<file path="config.mk">
export PLATFORM = sky130hd
export DESIGN_NAME = mont_mult_serial
export DESIGN_NICKNAME = d
export VERILOG_FILES = /design/src/rtl/rsa_pkg.sv /design/src/rtl/mont_step.sv /design/src/rtl/mont_mult_serial.sv
export SDC_FILE = /design/constraint.sdc
export NUM_CORES = 1
export LEC_CHECK = 0
export CORE_ASPECT_RATIO = 1.25
export CORE_MARGIN = 2
export CORE_UTILIZATION = 60
export DETAILED_ROUTE_END_ITERATION = 8
export HOLD_SLACK_MARGIN = 0.02
export PLACE_DENSITY = 0.85
export SLEW_MARGIN = 0
export SYNTH_ARGS = -nofsm -noshare
export SYNTH_HDL_FRONTEND = slang
export SYNTH_SLANG_ARGS = --single-unit
</file>
<file path="constraint.sdc">
create_clock -name clk -period 6.75 [get_ports clk]
set_input_delay 1.35 -clock clk [delete_from_list [all_inputs] [get_ports clk]]
set_output_delay 1.35 -clock clk [all_outputs]
set_load 0.01 [all_outputs]
</file>
<file path="src/rtl/rsa_pkg.sv">
// Shared types and constants for the RSA peripheral datapath blocks.
// Holds the Montgomery FSM state encoding, the default width and a ceil-log2 helper.
package rsa_pkg;

  localparam int MONT_WIDTH = 8;

  typedef enum logic [1:0] {
    IDLE    = 2'd0,
    RUN     = 2'd1,
    CORRECT = 2'd2,
    FINISH  = 2'd3
  } mont_state_t;

  // Smallest n with 2**n >= v; a floor of 1 keeps counters at least one bit wide.
  function automatic int clog2(input int v);
    int n;
    n = 1;
    while ((1 << n) < v) n++;
    return n;
  endfunction

endpackage

</file>
<file path="src/rtl/mont_step.sv">
// One radix-2 Montgomery iteration: adds a_i*B and q_i*M to r, then halves.
// Purely combinational; the sum is WIDTH+2 bits wide so it never overflows while r < 2M.
module mont_step
  import rsa_pkg::*;
#(
  parameter int WIDTH = MONT_WIDTH
) (
  input  logic [WIDTH:0]   r_i,
  input  logic             aBit_i,
  input  logic [WIDTH-1:0] b_i,
  input  logic [WIDTH-1:0] m_i,
  output logic [WIDTH:0]   rNext_o,
  output logic             q_o
);

  logic [WIDTH+1:0] sum;

  // q_i forces the sum even, so the halving below is exact.
  assign q_o = r_i[0] ^ (aBit_i & b_i[0]);

  assign sum = {1'b0, r_i}
             + (aBit_i ? {2'b00, b_i} : '0)
             + (q_o    ? {2'b00, m_i} : '0);

  assign rNext_o = (WIDTH+1)'(sum >> 1);

endmodule

</file>
<file path="src/rtl/mont_mult_serial.sv">
// Bit-serial Montgomery multiplier: result = A*B*2^-WIDTH mod M, one bit of A per clock.
// Define MONT_OPERAND_CHECK_EN to reject even M or A/B >= M with err and a fast done.
module mont_mult_serial
  import rsa_pkg::*;
#(
  parameter int WIDTH = MONT_WIDTH
) (
  input  logic             clk,
  input  logic             rst,
  input  logic             start,
  input  logic [WIDTH-1:0] a_in,
  input  logic [WIDTH-1:0] b_in,
  input  logic [WIDTH-1:0] m_in,
  output logic             busy,
  output logic             done,
  output logic [WIDTH-1:0] result,
  output logic             err
);

  localparam int CW = clog2(WIDTH);
  localparam logic [CW-1:0] LAST_CNT = CW'(WIDTH - 1);

  mont_state_t      state_q;
  logic [CW-1:0]    cnt_q;
  logic [WIDTH-1:0] a_q, b_q, m_q, result_q;
  logic [WIDTH:0]   r_q, rNext_d, rMinus_d;
  logic             busy_q, done_q, qBit, unusedQ, abort;

  mont_step #(.WIDTH(WIDTH)) u_step (
    .r_i     (r_q),
    .aBit_i  (a_q[0]),
    .b_i     (b_q),
    .m_i     (m_q),
    .rNext_o (rNext_d),
    .q_o     (qBit)
  );

  assign unusedQ  = qBit;
  assign rMinus_d = r_q - {1'b0, m_q};

`ifdef MONT_OPERAND_CHECK_EN
  logic operandBad, err_q;
  assign operandBad = ~m_in[0] | (a_in >= m_in) | (b_in >= m_in);
  assign abort      = err_q;
  assign err        = err_q;
`else
  assign abort = 1'b0;
  assign err   = 1'b0;
`endif

  // A is consumed LSB-first by shifting a_q; cnt_q only decides when the last bit is done.
  // A rejected operand set spends one RUN cycle and then jumps straight to FINISH.
  always_ff @(posedge clk) begin
    if (rst) begin
      state_q  <= IDLE;
      cnt_q    <= '0;
      a_q      <= '0;
      b_q      <= '0;
      m_q      <= '0;
      r_q      <= '0;
      result_q <= '0;
      busy_q   <= 1'b0;
      done_q   <= 1'b0;
`ifdef MONT_OPERAND_CHECK_EN
      err_q    <= 1'b0;
`endif
    end else begin
      done_q <= 1'b0;
      case (state_q)
        IDLE: begin
          if (start) begin
            a_q     <= a_in;
            b_q     <= b_in;
            m_q     <= m_in;
            r_q     <= '0;
            cnt_q   <= '0;
            busy_q  <= 1'b1;
            state_q <= RUN;
`ifdef MONT_OPERAND_CHECK_EN
            err_q   <= operandBad;
            if (operandBad) result_q <= '0;
`endif
          end
        end
        RUN: begin
          if (abort) begin
            state_q <= FINISH;
          end else begin
            r_q <= rNext_d;
            a_q <= a_q >> 1;
            if (cnt_q == LAST_CNT) state_q <= CORRECT;
            else                   cnt_q   <= cnt_q + CW'(1);
          end
        end
        CORRECT: begin
          result_q <= (r_q >= {1'b0, m_q}) ? WIDTH'(rMinus_d) : WIDTH'(r_q);
          state_q  <= FINISH;
        end
        FINISH: begin
          busy_q  <= 1'b0;
          done_q  <= 1'b1;
          state_q <= IDLE;
        end
        default: state_q <= IDLE;
      endcase
    end
  end

  assign busy   = busy_q;
  assign done   = done_q;
  assign result = result_q;

endmodule

</file>
==> summary.md <==
| Metric | Value |
|---|---|
| Outcome | completed |
| DRC | 0 |
| Critical setup path kind | reg2reg |
| # IOs | 38 |
| Count leader, synth | nand2_1 |
| FF-to-FF Start | a_q[0] |
| Die span in y | 83.1 µm |
| GRT busiest layer | met2 |
| Share of cells above drive strength 1 | 0.0327 |
| Post-CTS Setup Repair Bufs | 0 |
| Nets@finish | 456 |
| Fin Setup TNS | 0 ps |
| Lkg Pwr | 1.46 nW |
| CP Launch Point | a_q[0] |
| Pwr Density | 304 nW/µm² |
| Area share of the leading cell type in the synthesized netlist | 0.320 |
| H-tree levels | 2 |
| Crit-path cells | and2_1 -> xnor2_1 -> and2_1 -> fa_1 -> ha_1 -> fa_1 -> a211oi_1 -> o21bai_1 -> a21oi_1 -> or4_1 -> o311ai_0 |
| VDD IR max | 0.210 mV |
| Crit Path Max Fanout | 9 |
| Syn nets | 429 |
| RSZ-0062 raised after global routing | no |
| Worst min-delay path category | reg2reg |
| Unique masters post-synth | 51 |
| Largest net degree at the start of global routing | 60 |
| GRT met2 Usage | 0.420 |
| Ant. Diodes | 0 |
| Hold path startpoint | b_q[0] |
| Input/output buffers | 36 |
| Slew Viols, Final | 0 |
| Worst Max-Slew Pin Slew | 999 ps |
| Antenna violations before repair | 0 |
| Synthesized area | 3000 µm² |
| CTS tree | yes |
| Synthesized flop and latch total | 48 |
| Slowest-stage cell, CP | xnor2_1 |
| Post-synth EDFFs | 0 |
| CP Launch Type | flop |
| TritonCTS Buffers | 5 |
| Final Core Density | 0.723 |
| Clk sink count | 48 |
| First-iteration detailed-routing DRC count | 215 |
| CTS Buffer Depth | 2 |
| Hold path depth | 2 |
| Period utilisation layout | 0.509 |
| Mapped Cells | 370 |
| Clock Pin Slew Worst Setup and Hold Paths | 90 ps |
| First-pass GRT wire length | 11,400 µm |
| Gr usage total | 0.260 |
| Synth top area cells | dfxtp_1 (32%), ha_1 (9.6%), nand2_1 (7.0%) |
| Vias per cell | 5.79 |
| FF-to-FF End | r_q[6] |
| Maximum clock rate | 291 MHz |
| HPWL after DPL | 4890 µm |
| Crit path DAT | 3590 ps |
| Clk Latency, worst-skew pair | 310 ps |
| Worst r2r path cells | 11 |
| Flop-to-flop setup slack | 3310 ps |
| Vias in the first global route | 2,566 |
| Synth area leader | dfxtp_1 |
| Worst hold endpoint | b_q[0] |
| Post-CTS sizing | 0 |
| Final min period | 3440 ps |
| Final Setup Violations | 0 |
| Via count | 2,645 |
| Pre-antenna DRT Iters | 5 |
| Die area | 5590 µm² |
| Root buffer cell | clkbuf_8 |
| GRT overflow | 0 |
| Met3 Use GR | 0.0461 |
| Core area | 4760 µm² |
| Routability congestion estimate | 0.889 |
| Final clock skew | 8.98 ps |
| Max stage delay on crit path | 450 ps |
| Predominant post-synthesis flop cell | dfxtp_1 |
| Max_cap viols | 0 |
| Ys async rst share | 0 |
| Post-Route WL | 6400 µm |
| Critical path required time | 6900 ps |
| Worst slew margin | 0.334 |
| Initial core utilization | 0.630 |
| Crit path capture type | flop |
| Commonest cells in the netlist | nand2_1 (56), dfxtp_1 (48), inv_1 (36), nor2_1 (32), a21oi_1 (31) |
| ANT nets after route | 0 |
| Fin. Hold Viols | 0 |
| Cell Rows | 28 |
| Sequential fraction of the synthesis area | 0.320 |
| Synth Warn # | 0 |
| Syn Area/Cell | 8.12 µm² |
| Hold Buf Count CTS | 0 |
| Met1 usage | 0.338 |
| Die W | 67.3 µm |
| Area Overhead vs Synth | 14.7% |
| WL/cell | 14.0 µm |
flip-flops by register name, summed over array words and instances (netlist names):
signal	count
r_q	9
a_q	8
b_q	8
m_q	8
result	8
cnt_q	3
state_q	2
busy	1
done	1
cell families after synthesis:
family / count (synthesis) / share of synthesized area
flops: 48 / 0.320
buf+inv: 52 / 0.0667
other cells: 1 / 0.00125
mux: 9 / 0.0304
xor+xnor: 5 / 0.0146
simple gates: 133 / 0.204
fa+ha+maj: 32 / 0.156
compound gates: 90 / 0.207
power breakdown:
group | leakage (nW) | switching [mW] | internal, mW | total, mW
Combinational | 1.02 | 0.290 | 0.203 | 0.493
Clock | 0.0410 | 0.0953 | 0.0707 | 0.166
Sequential | 0.392 | 0.0439 | 0.345 | 0.389
Total | 1.46 | 0.430 | 0.619 | 1.05
worst max-delay path: cells and delay by family, from the launching register on:
kind / cells / cell delay (ps)
AOI/OAI and AO/OA: 4 / 800
xor gates and xnor gates: 1 / 450
adders and majority gates: 3 / 1080
DFF: 1 / 380
and+or+nand+nor: 3 / 580
final cells by class:
class	count	area [µm²]
well taps	60	75.1
multi-input cells	270	1840
repair buffers	36	355
clock inverters	1	5.00
flip-flops and latches	48	961
fillers	382	1320
clock buffers	6	72.6
inverters	36	135
stage by stage:
step | instance area [µm²] | hold WS, ps | total power, mW | setup WS [ps] | cells
3_3_place_gp | 3370 | 442 | 0.869 | 3430 | 450
4_1_cts | 3450 | 458 | 1.05 | 3330 | 457
2_1_floorplan | 3000 | 432 | 0.756 | 3590 | 370
5_1_grt | 3450 | 476 | 1.13 | 3060 | 457
6_report | 3450 | 459 | 1.05 | 3310 | 457
3_5_place_dp | 3370 | 447 | 0.886 | 3340 | 450
per-layer routing:
metal | share of wire | routed length (µm)
met4 | 0.023 | 146
met2 | 0.50 | 3190
met5 | 0 | 0
met3 | 0.032 | 203
met1 | 0.45 | 2850
cell usage in the layout (no fill, tap or decap), types with 8 or more instances in the layout:
cell type / instances
nand2_1: 56
ha_1: 23
clkdlybuf4s50_1: 35
a21oi_1: 31
nor2_1: 32
mux2i_1: 8
dfxtp_1: 48
o21ai_0: 10
fa_1: 9
a211oi_1: 10
inv_1: 36
how the worst max path moves through the flow:
stage	depth (start not counted)	to	slack, ps
floorplan	12	r_q[8]	3590
detailed placement	11	r_q[8]	3340
global placement	11	r_q[8]	3430
CTS	11	r_q[8]	3330
global route	11	r_q[8]	3060
finish	11	r_q[6]	3310
Note: power is estimated with default switching activity, not from simulation.
